--- config.mk ---
export PLATFORM = sky130hd
export DESIGN_NAME = booth_mult_n
export DESIGN_NICKNAME = d
export VERILOG_FILES = /design/src/rtl/booth_pkg.sv /design/src/rtl/booth_radix4_recode.sv /design/src/rtl/booth_mult_n.sv
export SDC_FILE = /design/constraint.sdc
export NUM_CORES = 1
export LEC_CHECK = 0
export ABC_AREA = 1
export CAP_MARGIN = 5
export CORE_AREA = 3 3 213 215
export CTS_CLUSTER_SIZE = 12
export DETAILED_ROUTE_END_ITERATION = 10
export DIE_AREA = 0 0 216 218
export SLEW_MARGIN = 20
export SYNTH_ARGS = -nofsm -noshare
export SYNTH_HDL_FRONTEND = slang
export SYNTH_SLANG_ARGS = --single-unit
--- constraint.sdc ---
create_clock -name clock -period 7.2 [get_ports clock]
set_input_delay 0.72 -clock clock [delete_from_list [all_inputs] [get_ports clock]]
set_output_delay 0.72 -clock clock [all_outputs]
set_load 0.01 [all_outputs]
--- src/rtl/booth_pkg.sv ---
// Shared encodings for the Booth multiplier family: controller states and
// radix-4 recode operations.
package booth_pkg;

  typedef enum logic [1:0] {
    IDLE = 2'd0,
    RUN  = 2'd1,
    DONE = 2'd2
  } state_t;

  typedef enum logic [2:0] {
    ZERO = 3'd0,
    ADD1 = 3'd1,
    ADD2 = 3'd2,
    SUB1 = 3'd3,
    SUB2 = 3'd4
  } op_t;

endpackage

--- src/rtl/booth_radix4_recode.sv ---
// Radix-4 Booth recoder: maps a 3-bit multiplier window {b[i+1], b[i], b[i-1]}
// to the partial-product operation applied to the multiplicand.
module booth_radix4_recode
  import booth_pkg::*;
(
  input  logic [2:0] i_window,
  output op_t        o_op
);

  always_comb begin
    o_op = ZERO;
    case (i_window)
      3'b001, 3'b010: o_op = ADD1;
      3'b011:         o_op = ADD2;
      3'b100:         o_op = SUB2;
      3'b101, 3'b110: o_op = SUB1;
      default:        o_op = ZERO;
    endcase
  end

endmodule

--- src/rtl/booth_mult_n.sv ---
// Sequential radix-4 Booth multiplier, signed or unsigned, two product bits per cycle.
// start is accepted whenever busy=0; resultReady pulses once per accepted request.
module booth_mult_n
  import booth_pkg::*;
#(
  parameter int WIDTH = 32
) (
  input  logic             clock,
  input  logic             dataReset,
  input  logic             start,
  input  logic             signedMode,
  input  logic [WIDTH-1:0] multiplicand,
  input  logic [WIDTH-1:0] multiplier,
  output logic             busy,
  output logic             resultReady,
  output logic [WIDTH-1:0] resultLo,
  output logic [WIDTH-1:0] resultHi,
  output logic             overflow,
  output state_t           o_dbg_state
);

  localparam int EW = WIDTH + 2;
  localparam int AW = 2 * EW + 1;
  localparam int K  = WIDTH / 2 + 1;
  localparam int CW = $clog2(K + 1);
  localparam logic [CW-1:0] LAST = CW'(K - 1);

  state_t             r_state, w_state_next;
  logic [CW-1:0]      r_count;
  logic [AW-1:0]      r_acc;
  logic [EW-1:0]      r_mcand;
  logic               r_signed;
  logic [WIDTH-1:0]   r_lo, r_hi;
  logic               r_ovf;

  op_t                w_op;
  logic               w_accept, w_last, w_ovf;
  logic [EW-1:0]      w_a_ext, w_b_ext;
  logic [EW:0]        w_mcand_x, w_addend, w_sum;
  logic [AW-1:0]      w_acc_shift;
  logic [2*WIDTH-1:0] w_product;

  booth_radix4_recode u_recode (
    .i_window (r_acc[2:0]),
    .o_op     (w_op)
  );

  assign w_a_ext   = {{2{signedMode & multiplicand[WIDTH-1]}}, multiplicand};
  assign w_b_ext   = {{2{signedMode & multiplier[WIDTH-1]}}, multiplier};
  assign w_mcand_x = {r_mcand[EW-1], r_mcand};

  always_comb begin
    w_addend = '0;
    case (w_op)
      ADD1:    w_addend = w_mcand_x;
      ADD2:    w_addend = {r_mcand, 1'b0};
      SUB1:    w_addend = -w_mcand_x;
      SUB2:    w_addend = -{r_mcand, 1'b0};
      default: w_addend = '0;
    endcase
  end

  // One extra bit on the upper add keeps |upper| + 2|A| from wrapping before the shift.
  assign w_sum       = {r_acc[AW-1], r_acc[AW-1:EW+1]} + w_addend;
  assign w_acc_shift = {w_sum[EW], w_sum, r_acc[EW:2]};
  assign w_product   = w_acc_shift[2*WIDTH:1];

  always_comb begin
    w_ovf = 1'b0;
    if (r_signed)
      w_ovf = (w_product[2*WIDTH-1:WIDTH] != {WIDTH{w_product[WIDTH-1]}});
    else
      w_ovf = (w_product[2*WIDTH-1:WIDTH] != '0);
  end

  assign w_accept = start && (r_state != RUN);
  assign w_last   = (r_state == RUN) && (r_count == LAST);

  always_comb begin
    w_state_next = r_state;
    case (r_state)
      IDLE:    if (start) w_state_next = RUN;
      RUN:     if (w_last) w_state_next = DONE;
      DONE:    w_state_next = start ? RUN : IDLE;
      default: w_state_next = IDLE;
    endcase
  end

  always_ff @(posedge clock or posedge dataReset) begin
    if (dataReset) begin
      r_state  <= IDLE;
      r_count  <= '0;
      r_acc    <= '0;
      r_mcand  <= '0;
      r_signed <= 1'b0;
      r_lo     <= '0;
      r_hi     <= '0;
      r_ovf    <= 1'b0;
    end else begin
      r_state <= w_state_next;
      if (w_accept) begin
        r_mcand  <= w_a_ext;
        r_signed <= signedMode;
        r_acc    <= {{EW{1'b0}}, w_b_ext, 1'b0};
        r_count  <= '0;
      end else if (r_state == RUN) begin
        r_acc   <= w_acc_shift;
        r_count <= r_count + CW'(1);
        if (w_last) begin
          r_lo  <= w_product[WIDTH-1:0];
          r_hi  <= w_product[2*WIDTH-1:WIDTH];
          r_ovf <= w_ovf;
        end
      end
    end
  end

  assign busy        = (r_state == RUN);
  assign resultReady = (r_state == DONE);
  assign resultLo    = r_lo;
  assign resultHi    = r_hi;
  assign overflow    = r_ovf;
  assign o_dbg_state = r_state;

endmodule

Yosys cells after proc, flatten, opt, wreduce, memory -nomap -nowiden
Cells that the tools add are included.
Operators by class
  $add $sub $neg: 4
  eq/ne operators: 17
  muxes and demuxes: 11
  bitwise gates (word level): 3
  reductions and logical operators: 9
Operators with widths (number)
  one-hot mux 35 bit (4 select lines): 1
  two-way mux 69 bit: 2
  negator 35 bit: 2
  adder 35 bit: 1
  != test 32 bit: 1
  nonzero test 32 bit: 1
  == test 3 x 2 -> 1 bit (second input constant): 4
  == test 3 bit (second input constant): 4
  one-hot mux 3 bit (4 select lines): 1
  two-way mux 5 bit: 2
  == test 3 x 1 -> 1 bit (second input constant): 2
  one-hot mux 2 bit (3 select lines): 1
  adder 5 x 1 -> 5 bit (second input constant): 1
  == test 5 bit (second input constant): 1
  two-way mux 2 bit: 2
  != test 2 x 1 -> 1 bit (second input constant): 2
  OR reduction 2 bit: 2
  AND reduction 3 bit: 1
  bitwise AND 1 bit: 2
  == test 2 x 1 -> 1 bit (second input constant): 1
  == test 2 bit (second input constant): 1
  logical AND 1 bit: 2
  zero test 2 bit: 1
  two-way mux 1 bit: 2
  other kinds (4): 4
Word-level totals
  flip-flop bits (word level): 175

Longest topological paths before layout
Gate-level depths: netlist of the first run.
  depth in word-level cells: 8
  gate-level depth with buffers: 35

Cells and area by module
A second synthesis of the first run with hierarchy kept.
Second synthesis, totals
  cells, all modules: 1614
  area total of the unflattened synthesis: 11320.9 µm²
By module, submodules not included
  booth_mult_n: instances 1, cells an instance 1605, area each 11275.8 µm²
  booth_radix4_recode: instances 1, cells an instance 9, area each 45.0 µm²

Worst setup path before layout of the first run
OpenSTA, ideal clock, no wires.
  path type: flip-flop to flip-flop
  from: register r_mcand[0]
  to: register r_ovf, in the netlist overflow
  library setup time: 116 ps
  arrival time: 3333 ps
  required time: 7084 ps
  slack: 3751 ps
  cell stages (with the launch flop): 33
  buffers on the path: 0
  clock period less this slack: 3449 ps
  cells stage by stage: dfrtp_1 inv_2 ha_1 nand3_2 nor2_2 nand3_2 nor2_2 nand2_2 nor2_4 inv_2 nor2_2 inv_1 nand3_1 o21ai_0 a21oi_1 o21ai_0 ha_1 nand2_1 inv_1 a21oi_1 nand2_1 a21oi_1 nand2_2 nand2_1 nand2_1 nor2_1 nand2_1 nor2_1 nand3_1 nand2_1 inv_1 nand2_1 nand2_1
Between the ends
  word-level cells in the longest chain between the ends: 5
  elaborated cells on any way between the ends: 7
RTL lines
  from (decl): line booth_mult_n.sv:31  | logic [EW-1:0] r_mcand;
  from (signal assigned): line booth_mult_n.sv:102  | r_mcand <= w_a_ext;
  negator 35 bit (on tied branches): line booth_mult_n.sv:57, booth_mult_n.sv:58
  one-hot mux 35 bit (4 select lines) *: line booth_mult_n.sv:54  | case (w_op)
  adder 35 bit *: line booth_mult_n.sv:64  | assign w_sum = {r_acc[AW-1], r_acc[AW-1:EW+1]} + w_addend;
  != test 32 bit / nonzero test 32 bit (equally long branches): line booth_mult_n.sv:71, booth_mult_n.sv:73
  two-way mux 1 bit *: line booth_mult_n.sv:70  | if (r_signed)
  to (signal assigned): line booth_mult_n.sv:112  | r_ovf <= w_ovf;
  to (decl): line booth_mult_n.sv:34  | logic r_ovf;
Mark *: on every way between the ends. The rest lies on a longest branch, timed or not.
A chain may end at the register's enable or synchronous reset.

Final worst setup path of the first run
  from: register r_acc[1]
  to: register r_ovf, in the netlist overflow
Between the ends
  word-level cells in the longest chain between the ends: 8
  elaborated cells on any way between the ends: 18
RTL lines
  from (decl): line booth_mult_n.sv:30  | logic [AW-1:0] r_acc;
  from (signal assigned): line booth_mult_n.sv:104  | r_acc <= {{EW{1'b0}}, w_b_ext, 1'b0};
  from (signal assigned): line booth_mult_n.sv:107  | r_acc <= w_acc_shift;
  == test 3 bit (tied with other cells): line booth_radix4_recode.sv:12  | case (i_window)
  OR reduction 2 bit: line booth_radix4_recode.sv:12
  one-hot mux 3 bit (4 select lines) *: line booth_radix4_recode.sv:12
  == test 3 bit (tied with other cells): line booth_mult_n.sv:54
  one-hot mux 35 bit (4 select lines) *: line booth_mult_n.sv:54
  adder 35 bit *: line booth_mult_n.sv:64
  != test 32 bit / nonzero test 32 bit (equally long branches): line booth_mult_n.sv:71, booth_mult_n.sv:73
  two-way mux 1 bit *: line booth_mult_n.sv:70
Marked as above.

==> results of run 1 <==
-- cell families (layout without fill, tap and decap cells) --
group | after synthesis | count (layout) | share of synthesized area
simple gates | 845 | 845 | 0.322
buf+inv | 278 | 409 | 0.0930
compound gates | 261 | 261 | 0.136
flops | 174 | 174 | 0.386
fa+ha+maj | 38 | 38 | 0.0428
xor+xnor | 26 | 26 | 0.0202
mux | 1 | 1 | 0.000887
-- routing by layer --
metal  up-vias  GRT usage  share of wire
li1       5451          -              -
met1      5159      0.219           0.46
met2       310      0.262           0.44
met3        47     0.0435          0.071
met4         0     0.0532          0.025
met5         -          0              0
-- cell usage in the layout (no fill, tap or decap), types with 36 or more instances in the layout --
master / count
inv_1: 214
o21ai_0: 142
nand3_1: 94
dfrtp_1: 174
nor2_1: 95
ha_1: 37
clkdlybuf4s50_1: 136
a21oi_1: 39
nand2_2: 36
nand2_1: 548
-- path summary, 6_finish.rpt --
kind                                                from                       end  slack, ns  cells after the start
worst max register to register      r_acc[1]$_DFFE_PP0P_      overflow$_DFFE_PP0P_       2.19                     25
worst min-delay path            resultLo[29]$_DFFE_PP0P_  resultLo[29]$_DFFE_PP0P_       0.48                      2
worst max-delay path                r_acc[1]$_DFFE_PP0P_      overflow$_DFFE_PP0P_       2.19                     25
worst min register to register  resultLo[29]$_DFFE_PP0P_  resultLo[29]$_DFFE_PP0P_       0.48                      2
min in group asynchronous                      dataReset     r_acc[29]$_DFFE_PP0P_       0.69                      2
max in group asynchronous                      dataReset     r_acc[18]$_DFFE_PP0P_       5.29                      3
-- area by class of cell --
class / instances / share of cell area
clock buffer: 17 / 0.0306
clock inverter: 15 / 0.0108
inverter: 230 / 0.0626
multi-input combinational: 1171 / 0.425
sequential: 174 / 0.314
tap: 592 / 0.0533
timing repair buffer: 147 / 0.104
-- per-stage QoR --
| step | hold WS (ns) | utilization | instances | setup slack, ns | instance area, sq um |
|---|---|---|---|---|---|
| after floorplan | 0.455 | - | 1623 | 1.76 | 11300 |
| after global placement | 0.457 | 0.303 | 2314 | 2.43 | 13300 |
| after detailed placement | 0.463 | 0.303 | 2314 | 2.25 | 13300 |
| after CTS | 0.485 | 0.316 | 2346 | 2.31 | 13900 |
| after global routing | 0.512 | 0.316 | 2346 | 1.70 | 13900 |
| final | 0.480 | 0.316 | 2346 | 2.19 | 13900 |
-- flip-flops by register name, summed over array words and instances, names as in the netlist --
register,count
o_dbg_state,2
resultHi,32
r_mcand,33
r_acc,68
r_signed,1
r_count,5
resultLo,32
overflow,1
-- worst min-delay path, delay by kind of cell, from the launching register on --
kind | cells | cell delay, ns
flip-flops | 1 | 0.35
AND/OR/NAND/NOR | 2 | 0.10
==> reports/qor.yml, run 1 <==
routabilityCongestion: 0.953
vias: 10967
numCtsBuffers: 17
dp_hpwl_microns: 29400
clock_skew_ns: 0.0168
cts.repair.resized: 0
yosysMostFrequentCell: "nand2_1"
netlist.area_leader.share: 0.386
cts_tree: "yes"
yosys_warnings: 0
crit_top_cell: "nand2_1"
antenna_found_initial: 0
worstPathRequired_ns: 7.55
syn_nets: 1729
insertion_delay_ns: 0.46
cts_buffer_depth: 2
startpoint_type: "register"
ctsHtreeMaxLevel: 4
postCtsHoldBufs: 0
clock_sinks: 174
max_slew_margin: 0.306
tightestPinTransition_ns: 1.04
die_w_microns: 216
first_pass_iters: 6
drv_cap: 0
clk_pin_slew_ns: 0.08
holdCritPathClass: "register to register"
drt_drc_violations_left: 0
yosysSeqAreaShare: 0.386
ys_async_sr_fraction: 1.00
netlist_instances: 1623
dieArea_sq_mm: 0.0471
initial_core_util: 0.257
multi_input_area_sq_mm: 0.00590
path_class: "register to register"
syn2layout_area_growth_pct: 23.0
layout-drive-gt1-share: 0.0724
slowest_delay_ns: 0.82
crit_arrival_ns: 5.36
pin_count: 137
grt-ovfl-total: 0
synthFlopType: "dfrtp_1"
register_area_sq_mm: 0.00435
fin_crit_ns: 5.01
final_nets: 1847
port_buffers: 136
clockRootBuffer: "clkbuf_16"
drt_iter0_markers: 879
synthTopCellsByCount: "nand2_1 (549), inv_1 (215), dfrtp_1 (174)"
ys_seq_elements: 174
slew_viol_final: 0
critPathTopFamily: "simple AND/OR/NAND/NOR gates"
path_buf_inv: 3
grt_pass1_vias: 10675
synth-edff-count: 0
status: "completed"
core_area_sq_mm: 0.0439
wl_per_cell_microns: 16.4
rsz0062_at_grt: "no"
wirelength_microns: 38500
hold_viol_final: 0
fmaxAchievable_ghz: 0.200
syn_area_per_cell_sq_um: 6.96
ant_nets: 0
grt_first_pass_wirelength_microns: 61000
worst_path_max_delay_cell: "clkinv_1"
ys_types: 46
syn_area_sq_mm: 0.0113
track_usage: 0.165
die_h_microns: 218
postCtsSetupRepairBufs: 0
viasPerCell: 4.67
grt_max_degree: 70
crit_path_max_fanout: 19
diodes: 0
fin_setup_tns_ns: 0
worstSetupEndpointType: "register"
fin_crit_sh: 0.696
synth_area_leaders: "dfrtp_1 (39%), nand2_1 (18%), inv_1 (7.1%), o21ai_0 (6.3%), nand3_1 (4.2%)"
final.fill_count: 4844
rows: 77
final-setup-viol-count: 0
synth_area_leader_cell: "dfrtp_1"
Power of run 1 is not shown: default switching activity piles up to over one toggle a cycle in this logic, so the estimate is an artifact.
==> run 2, diff against run 1 <==
==> constraint.sdc (replaced) <==
create_clock -name clock -period 5.15 [get_ports clock]
set_input_delay 0.515 -clock clock [delete_from_list [all_inputs] [get_ports clock]]
set_output_delay 0.515 -clock clock [all_outputs]
set_load 0.01 [all_outputs]
==> run 2 against run 1 <==
Effect of this change: clock skew rose by 0.0023 ns; fmax rose by 7.4%; sequential cell count did not move; cell area up 0.47%; clock-buffer cell count grew 3; global-route usage decreased by 0.30 points; critical endpoint unchanged; highest routed layer unchanged.
==> reports/qor.yml, run 2 (synthesis gave the netlist of run 1 again) <==
wirelength_microns: 37900  # -1.5%
drt_iter0_markers: 1000  # +14%
routabilityCongestion: 0.909  # -4.6%
slowest_delay_ns: 0.45  # -0.37 ns
die_w_microns: 216  # unchanged
ant_nets: 0  # unchanged
clock_skew_ns: 0.0191  # +0.00226 ns
crit_arrival_ns: 5.01  # -0.35 ns
r2r_cells: 32  # +28%
fin_util: 0.318  # +0.00148
setup_slack_ns: 0.486  # -1.70 ns
clk_pin_slew_ns: 0.07  # about the same
initial_core_util: 0.257  # unchanged
grt_first_pass_wirelength_microns: 59800  # -1.9%
postCtsHoldBufs: 0  # unchanged
max_slew_margin: 0.320  # +0.0137
ctsHtreeMaxLevel: 4  # unchanged
worstPathRequired_ns: 5.50  # -2.05 ns
vias: 10994  # +0.25%
status: "completed"
clockRootBuffer: "clkbuf_16"
grt_max_degree: 175  # +150%
track_usage: 0.162  # -0.00300
dp_hpwl_microns: 29100  # -1.2%
cts_buffer_depth: 2  # unchanged
drv_cap: 0  # unchanged
holdCritPathClass: "register to register"
postCtsSetupRepairBufs: 0  # unchanged
fin_crit_ns: 4.66  # -0.346 ns
use_met2: 0.249  # -0.0120
wl_per_cell_microns: 16.1  # -1.7%
core_area_sq_mm: 0.0439  # unchanged
cts.repair.resized: 0  # unchanged
grt-ovfl-total: 0  # unchanged
holdPathStages: 2  # unchanged
largest_reg_flops: 68  # unchanged
fmaxAchievable_ghz: 0.214  # +7.4%
met1_usage: 0.216  # -0.00288
slew_viol_final: 0  # unchanged
layout-drive-gt1-share: 0.0745  # +0.00211
startpoint_type: "register"
die_h_microns: 218  # unchanged
final.fill_count: 4855  # +0.23%
dieArea_sq_mm: 0.0471  # unchanged
grt_pass1_vias: 10845  # +1.6%
viasPerCell: 4.68  # about the same
numCtsBuffers: 17  # unchanged
grt_use_met3: 0.0458  # +0.00237
worstSetupEndpointType: "register"
top_register: "r_acc"
pin_count: 137  # unchanged
gr-max-usage-layer: "met2"
rsz0062_at_grt: "no"
antenna_found_initial: 0  # unchanged
port_buffers: 136  # unchanged
fin_setup_tns_ns: 0  # unchanged
drt_drc_violations_left: 0  # unchanged
worst_path_max_delay_cell: "ha_1"
crit_top_cell: "nand2_1"
top_regs: "r_acc: 68 flops, r_mcand: 33 flops"
first_pass_iters: 5  # -1
cts_tree: "yes"
fin_crit_sh: 0.906  # +0.210
rows: 77  # unchanged
insertion_delay_ns: 0.46  # about the same
hold_viol_final: 0  # unchanged
pre_cts_slack_ns: 0.571  # -1.68 ns
final_nets: 1851  # +0.22%
syn2layout_area_growth_pct: 23.6
crit_path_max_fanout: 6  # -13
final-setup-viol-count: 0  # unchanged
tightestPinTransition_ns: 1.02  # -0.0167 ns
final_cell_mix: "nand2_1 (548), inv_1 (214), dfrtp_1 (174), o21ai_0 (142), clkdlybuf4s50_1 (136)"
final_common_cell: "nand2_1"
diodes: 0  # unchanged
clock_sinks: 174  # unchanged
path_class: "register to register"
## run 2: cell types whose count changed in the layout (fill, tap and decap cells not counted)
| cell | delta |
|---|---|
| inv_8 | -4 |
| clkbuf_8 | +3 |
| buf_12 | +2 |
| buf_4 | +2 |
| clkinv_8 | -2 |
| inv_6 | +2 |
| bufinv_16 | +1 |
| clkinv_4 | -1 |
| clkinvlp_4 | +1 |
## run 2: worst paths after layout
check                                              start                  endpoint  slack (ns)
max in group asynchronous                      dataReset     r_acc[46]$_DFFE_PP0P_        3.72
min in group asynchronous                      dataReset  resultLo[28]$_DFFE_PP0P_        0.63
worst max register to register    r_mcand[0]$_DFFE_PP0P_      overflow$_DFFE_PP0P_        0.49
worst max-delay path              r_mcand[0]$_DFFE_PP0P_      overflow$_DFFE_PP0P_        0.49
worst min register to register  resultLo[19]$_DFFE_PP0P_  resultLo[19]$_DFFE_PP0P_        0.47
worst min-delay path            resultLo[19]$_DFFE_PP0P_  resultLo[19]$_DFFE_PP0P_        0.47
## run 2: critical path, delay by kind of cell, from the launching register on
kind / cells / cell delay [ns]
DFF: 1 / 0.41
buffers and inverters: 4 / 0.35
adders and majority gates: 2 / 0.67
AOI/OAI and AO/OA: 3 / 0.37
and+or+nand+nor: 23 / 2.73
## run 2: cell type report
type | count | area (sq um) | area share
multi-input combinational | 1171 | 5900 | 0.423
clock inverter | 12 | 120 | 0.00861
inverter | 230 | 868 | 0.0622
clock buffer | 20 | 467 | 0.0335
timing repair buffer | 151 | 1500 | 0.107
sequential | 174 | 4350 | 0.312
tap | 592 | 741 | 0.0531
## run 2: per-stage QoR
stage	instances	hold slack (ns)	cell area, sq um
6_report	2350	0.471	14000
5_1_grt	2350	0.508	14000
4_1_cts	2350	0.475	14000
3_5_place_dp	2318	0.458	13400
3_3_place_gp	2318	0.452	13400
2_1_floorplan	1623	0.455	11300
## run 2: routing by layer
layer  wire length, microns  up-vias
met5                      0        -
met4                   1120        0
met3                   2800       54
met2                  16200      358
met1                  17700     5129
li1                       -     5453
Power of run 2 is left out for the same reason.
